--- config.mk ---
export PLATFORM = sky130hd
export DESIGN_NAME = frame_buffer_writer
export DESIGN_NICKNAME = d
export VERILOG_FILES = /design/src/rtl/frame_buffer_writer.sv
export SDC_FILE = /design/constraint.sdc
export NUM_CORES = 1
export LEC_CHECK = 0
export CAP_MARGIN = 20
export CORE_ASPECT_RATIO = 1.2
export CORE_MARGIN = 4
export CORE_UTILIZATION = 60
export CTS_BUF_LIST = sky130_fd_sc_hd__clkbuf_2
export DETAILED_ROUTE_END_ITERATION = 8
export HOLD_SLACK_MARGIN = 0.05
export PLACE_DENSITY = 0.94
export SYNTH_ARGS = -nofsm -noshare
export SYNTH_HDL_FRONTEND = slang
export SYNTH_SLANG_ARGS = --single-unit
--- constraint.sdc ---
create_clock -name clk -period 8.67 [get_ports clk]
set_input_delay 1.734 -clock clk [delete_from_list [all_inputs] [get_ports clk]]
set_output_delay 1.734 -clock clk [all_outputs]
set_load 0.01 [all_outputs]
--- src/rtl/frame_buffer_writer.sv ---
// Writer side of the frame BRAM. It turns a raster RGB444 pixel stream into BRAM writes at row*IMAGE_WIDTH+col.
// It also qualifies frames: SOF resync, long-line clipping, a sticky line error and a frame_done pulse.
module frame_buffer_writer #(
  parameter int IMAGE_WIDTH  = 320,
  parameter int IMAGE_HEIGHT = 240,
  parameter int ADDR_BITS    = $clog2(IMAGE_WIDTH*IMAGE_HEIGHT)
) (
  input  logic                 clk,
  input  logic                 reset,
  input  logic                 capture_en,
  input  logic                 pix_valid,
  input  logic                 pix_sof,
  input  logic                 pix_eol,
  input  logic [11:0]          pix_data,
  output logic [ADDR_BITS-1:0] wraddress,
  output logic [11:0]          wrdata,
  output logic                 wren,
  output logic                 busy,
  output logic                 frame_done,
  output logic                 line_error,
  output logic [7:0]           frame_count,
  output logic [1:0]           dbg_state
);

  localparam int CW = $clog2(IMAGE_WIDTH + 1);
  localparam int RW = $clog2(IMAGE_HEIGHT + 1);
  localparam logic [CW-1:0] C_W    = CW'(IMAGE_WIDTH);
  localparam logic [CW-1:0] C_LAST = CW'(IMAGE_WIDTH - 1);
  localparam logic [RW-1:0] R_H    = RW'(IMAGE_HEIGHT);
  localparam logic [RW-1:0] R_LAST = RW'(IMAGE_HEIGHT - 1);

  typedef enum logic [1:0] {
    S_IDLE    = 2'd0,
    S_CAPTURE = 2'd1,
    S_DROP    = 2'd2
  } state_t;

  state_t                r_state;
  logic [CW-1:0]         r_col;
  logic [RW-1:0]         r_row;
  logic [ADDR_BITS-1:0]  r_addr;
  logic                  r_wren;
  logic [ADDR_BITS-1:0]  r_wraddr;
  logic [11:0]           r_wrdata;
  logic                  r_done;
  logic                  r_lerr;
  logic [7:0]            r_fcnt;

  state_t                w_state_n;
  logic [CW-1:0]         w_col_n;
  logic [RW-1:0]         w_row_n;
  logic [ADDR_BITS-1:0]  w_addr_n;
  logic                  w_wren_n;
  logic [ADDR_BITS-1:0]  w_wraddr_n;
  logic [11:0]           w_wrdata_n;
  logic                  w_done_n;
  logic                  w_lerr_n;
  logic [7:0]            w_fcnt_n;

  // Position seen by the current pixel, after any SOF resync on this same pixel.
  state_t                w_cur_state;
  logic [CW-1:0]         w_cur_col;
  logic [RW-1:0]         w_cur_row;
  logic [ADDR_BITS-1:0]  w_cur_addr;
  logic [CW-1:0]         w_rem;
  logic                  w_store;

  always_comb begin
    w_state_n   = r_state;
    w_col_n     = r_col;
    w_row_n     = r_row;
    w_addr_n    = r_addr;
    w_wren_n    = 1'b0;
    w_wraddr_n  = r_wraddr;
    w_wrdata_n  = r_wrdata;
    w_done_n    = 1'b0;
    w_lerr_n    = r_lerr;
    w_fcnt_n    = r_fcnt;
    w_cur_state = r_state;
    w_cur_col   = r_col;
    w_cur_row   = r_row;
    w_cur_addr  = r_addr;
    w_store     = 1'b0;

    if (pix_valid && pix_sof) begin
      w_cur_col   = '0;
      w_cur_row   = '0;
      w_cur_addr  = '0;
      w_cur_state = capture_en ? S_CAPTURE : S_DROP;
      if (capture_en) w_lerr_n = 1'b0;
    end

    // Distance to the next line start; col saturates at IMAGE_WIDTH, so clipped lines add 0.
    w_rem = C_W - w_cur_col;

    if (pix_valid) begin
      w_state_n = w_cur_state;
      w_col_n   = w_cur_col;
      w_row_n   = w_cur_row;
      w_addr_n  = w_cur_addr;
      case (w_cur_state)
        S_CAPTURE: begin
          w_store = (w_cur_col < C_W) && (w_cur_row < R_H);
          if (w_store) begin
            w_wren_n   = 1'b1;
            w_wraddr_n = w_cur_addr;
            w_wrdata_n = pix_data;
            w_col_n    = w_cur_col + CW'(1);
            w_addr_n   = w_cur_addr + ADDR_BITS'(1);
          end else begin
            w_lerr_n = 1'b1;
          end
          if (pix_eol) begin
            if (w_cur_col != C_LAST) w_lerr_n = 1'b1;
            if (w_cur_row == R_LAST) begin
              w_done_n  = 1'b1;
              w_fcnt_n  = r_fcnt + 8'd1;
              w_state_n = S_IDLE;
              w_col_n   = '0;
              w_row_n   = '0;
              w_addr_n  = '0;
            end else begin
              w_col_n  = '0;
              w_row_n  = w_cur_row + RW'(1);
              w_addr_n = w_cur_addr + ADDR_BITS'(w_rem);
            end
          end
        end
        S_DROP: begin
          if (pix_eol) begin
            if (w_cur_row == R_LAST) begin
              w_state_n = S_IDLE;
              w_row_n   = '0;
            end else begin
              w_row_n = w_cur_row + RW'(1);
            end
          end
        end
        default: begin
          w_state_n = S_IDLE;
        end
      endcase
    end
  end

  always_ff @(posedge clk or posedge reset) begin
    if (reset) begin
      r_state  <= S_IDLE;
      r_col    <= '0;
      r_row    <= '0;
      r_addr   <= '0;
      r_wren   <= 1'b0;
      r_wraddr <= '0;
      r_wrdata <= '0;
      r_done   <= 1'b0;
      r_lerr   <= 1'b0;
      r_fcnt   <= '0;
    end else begin
      r_state  <= w_state_n;
      r_col    <= w_col_n;
      r_row    <= w_row_n;
      r_addr   <= w_addr_n;
      r_wren   <= w_wren_n;
      r_wraddr <= w_wraddr_n;
      r_wrdata <= w_wrdata_n;
      r_done   <= w_done_n;
      r_lerr   <= w_lerr_n;
      r_fcnt   <= w_fcnt_n;
    end
  end

  assign wren        = r_wren;
  assign wraddress   = r_wraddr;
  assign wrdata      = r_wrdata;
  assign frame_done  = r_done;
  assign line_error  = r_lerr;
  assign frame_count = r_fcnt;
  assign busy        = (r_state == S_CAPTURE);
  assign dbg_state   = r_state;

endmodule

==> impl_metrics.csv <==
group,metric,value,unit
floorplanning,dieWidth,89.9,µm
floorplanning,ios,61,
timing,setup_ws,2.86,ns
drt,drcViolationCount,0,
timing,rsz0062_at_grt,"false",
grt,grt_pass1_wl,21200,µm
timing,max-slew-margin-rel,37.0,%
worst_setup_path,path_cells,"clkdlybuf4s50_1 > inv_1 > nor2_1 > nand2_1 > o21ai_0 > ha_1 > nand2_1 > nor2_1 > nand2_1 > nor3b_1 > a21oi_1 > o211ai_1",
yosys,synth_edf_count,0,
cells_and_area,area_growth,15.6,%
yosys,ys_seq_elements,76,
grt,grt.met3_usage,5.45,%
yosys,netlist_instances,521,
clock_network,ctsHoldBuffers,0,
status,status,"finished, final reports clean",
grt,use_met2,46.9,%
drt,routedWlPerCell,19.0,µm
yosys,ys_seq_area_share,39.3,%
grt,top_usage_layer,"met2",
timing,holdWs,0.494,ns
placement,post-place-ws,2.43,ns
cells_and_area,final_core_util,72.1,%
clock_network,h-tree-depth,3,
clock_network,clock_sinks,76,
drt,num_vias,4513,
timing,setup_viol,0,
placement,hpwl,8850,µm
drt,drt_pass1_iterations,7,
yosys,synth_area,0.00483,mm²
floorplanning,core_area,0.00775,mm²
drt,ant_nets,0,
grt,grtUsageMet1,32.4,%
timing,finalCritPeriodShare,67.0,%
cells_and_area,fin_cells,665,
floorplanning,dieArea,0.00956,mm²
worst_setup_path,crit_fanout,16,
yosys,synthArstFlopShare,100,%
min_path,hold_class,"flip-flop to flip-flop",
power_and_ir_drop,p_leak,2.46,nW
floorplanning,dieHeight,106,µm
clock_network,tritoncts,"yes",
clock_network,cts_resized,0,
worst_setup_path,crit_required,9.18,ns
worst_setup_path,critPathMostFrequentCell,"nand2_1",
cells_and_area,drive_above_1_share,8.03,%
timing,final.setup.tns,0,ns
worst_setup_path,crit_type,"primary input to flip-flop",
run,drv_cap,0,
placement,dp.cells,649,
worst_setup_path,critPathSlowestCell,"clkdlybuf4s50_1",
clock_network,cts_inserted_buffers,9,
timing,fmax,172,MHz
drt,wl,12600,µm
yosys,dominantRegCellSynth,"dfrtp_1",
worst_setup_path,startpoint_type,"primary input",
placement,portBuffers,60,
yosys,synth_warnings,0,
timing,worstMarginPinSlew,0.946,ns
worst_setup_path,max_stage_delay,0.85,ns
worst_setup_path,critPathArrivalTime,6.33,ns
clock_network,clockBufferDepth,2,
timing,drv_slew,0,
cells_and_area,num_antenna_cells,0,
floorplanning,start_util,62.4,%
cells_and_area,nNetsFinal,603,
worst_setup_path,r2r.worst_path.cells,12,
clock_network,post_cts_buffers,0,
yosys,syn_area_per_cell,9.28,µm²
grt,grt_max_degree,77,
placement,gp_congestion,0.968,
drt,via_per_inst,6.79,
drt,drt_first_iter_violations,620,
grt,gr-total-overflow,0,
grt,grt_antenna_before_repair,0,
timing,hold_viol,0,
timing,final.min_clock_period,5.81,ns
power_and_ir_drop,power-per-cell-area,181,mW/mm²
min_path,worstHoldPathCells,1,
timing,fin_skew,0.0394,ns
yosys,synth_nets,556,
clock_network,clkLatencyLatePin,0.57,ns
floorplanning,fp-row-count,35,
power_and_ir_drop,max-vdd-ir-drop,0.0000818,V
worst_setup_path,cp-end-kind,"flip-flop",
grt,grt_use_total,27.0,%
clock_network,clkTransAtPathRegs,0.23,ns
grt,grt_pass1_vias,4413,
clock_network,cts_root_buffer,"clkbuf_2",
yosys,ys_types,74,
[kinds of logic (layout without fill, tap and decap cells)]
logic type	count (synthesis)	in the layout	share of synthesized area (%)
AOI/OAI and AO/OA	148	148	20.8
xor gates and xnor gates	26	26	4.71
adders and majority gates	17	17	4.55
buffers and inverters	45	97	4.19
DFF	76	76	39.3
muxes	26	26	6.16
and+or+nand+nor	183	183	20.2
[flip-flops by register name (all words and copies together), names as in the netlist]
name         flops
dbg_state        2
frame_count      8
frame_done       1
line_error       1
r_addr          17
r_col            9
r_row            8
wraddress       17
wrdata          12
wren             1
[where the power goes]
part / switching [mW] / internal (mW)
Combinational: 0.166 / 0.167
Clock: 0.137 / 0.100
Sequential: 0.0333 / 0.408
[cells in the mapped netlist, types with 5 or more instances]
cell type  number  share of area [%]
mux2i_1         8                1.7
clkbuf_1       17                1.3
o31ai_1         5               0.78
nand2_1        69                5.4
xnor2_1        19                3.4
and2_1          7               0.91
ha_1           16                4.1
o21ai_0        48                5.0
mux2_1         10                2.3
a21oi_1        23                2.4
a21o_1          6               0.93
nand4_1         7               0.91
o211ai_1       11                1.7
inv_1          17                1.3
nor2_1         26                2.0
xor2_1          7                1.3
dfrtp_1        76                 39
and3_1         14                1.8
nor3_1          8               0.83
buf_2           6               0.62
nand3_1        19                2.0
a31oi_1         7               0.91
[per-stage QoR]
step           area (µm²)  power, mW
2_1_floorplan        4830      0.637
3_3_place_gp         5440      0.760
3_5_place_dp         5440      0.776
4_1_cts              5590       1.01
5_1_grt              5590       1.07
6_report             5590       1.01
[layout make-up]
cell class / instances / area [µm²]
multi-input combinational: 400 / 2730
fill: 534 / 2160
sequential: 76 / 1900
timing repair buffer: 64 / 631
tap: 92 / 115
clock inverter: 6 / 95.1
inverter: 17 / 63.8
clock buffer: 10 / 50.0
[final timing paths]
| path | startpoint | endpoint | slack [ns] |
|---|---|---|---|
| worst max-delay path | pix_sof | r_addr[10] | 2.86 |
| worst min-delay path | r_row[6] | r_row[6] | 0.49 |
| worst max register to register | r_col[0] | r_addr[16] | 5.35 |
| worst min register to register | r_row[6] | r_row[6] | 0.49 |
| max in group asynchronous | reset | wraddress[0] | 6.30 |
| min in group asynchronous | reset | wraddress[15] | 1.74 |
[worst max-delay path, delay by kind of cell]
family                     cells  cell delay (ns)
adders and majority gates      1             0.63
AOI/OAI and AO/OA              3             0.39
buffers and inverters          2             1.26
and+or+nand+nor                6             2.30
[metal layers]
layer | up-vias | share of wire [%] | wire length (µm)
met3 | 66 | 8.0 | 1010
met1 | 2156 | 37 | 4710
li1 | 2007 | - | -
met5 | - | 0 | 0
met2 | 284 | 50 | 6350
met4 | 0 | 4.4 | 560
[layout by cell type (no fill, tap or decap), types with 5 or more instances in the layout]
master / instances
o211ai_1: 11
a21oi_1: 23
nor2_1: 26
a21o_1: 6
and3_1: 14
o31ai_1: 5
clkdlybuf4s50_1: 60
nand3_1: 19
nor3_1: 8
mux2i_1: 8
xor2_1: 7
a31oi_1: 7
clkbuf_2: 10
o21ai_0: 48
xnor2_1: 19
inv_1: 16
nand4_1: 7
dfrtp_1: 76
nand2_1: 69
ha_1: 16
mux2_1: 10
and2_1: 7
Note: power is estimated with default switching activity, not from simulation.
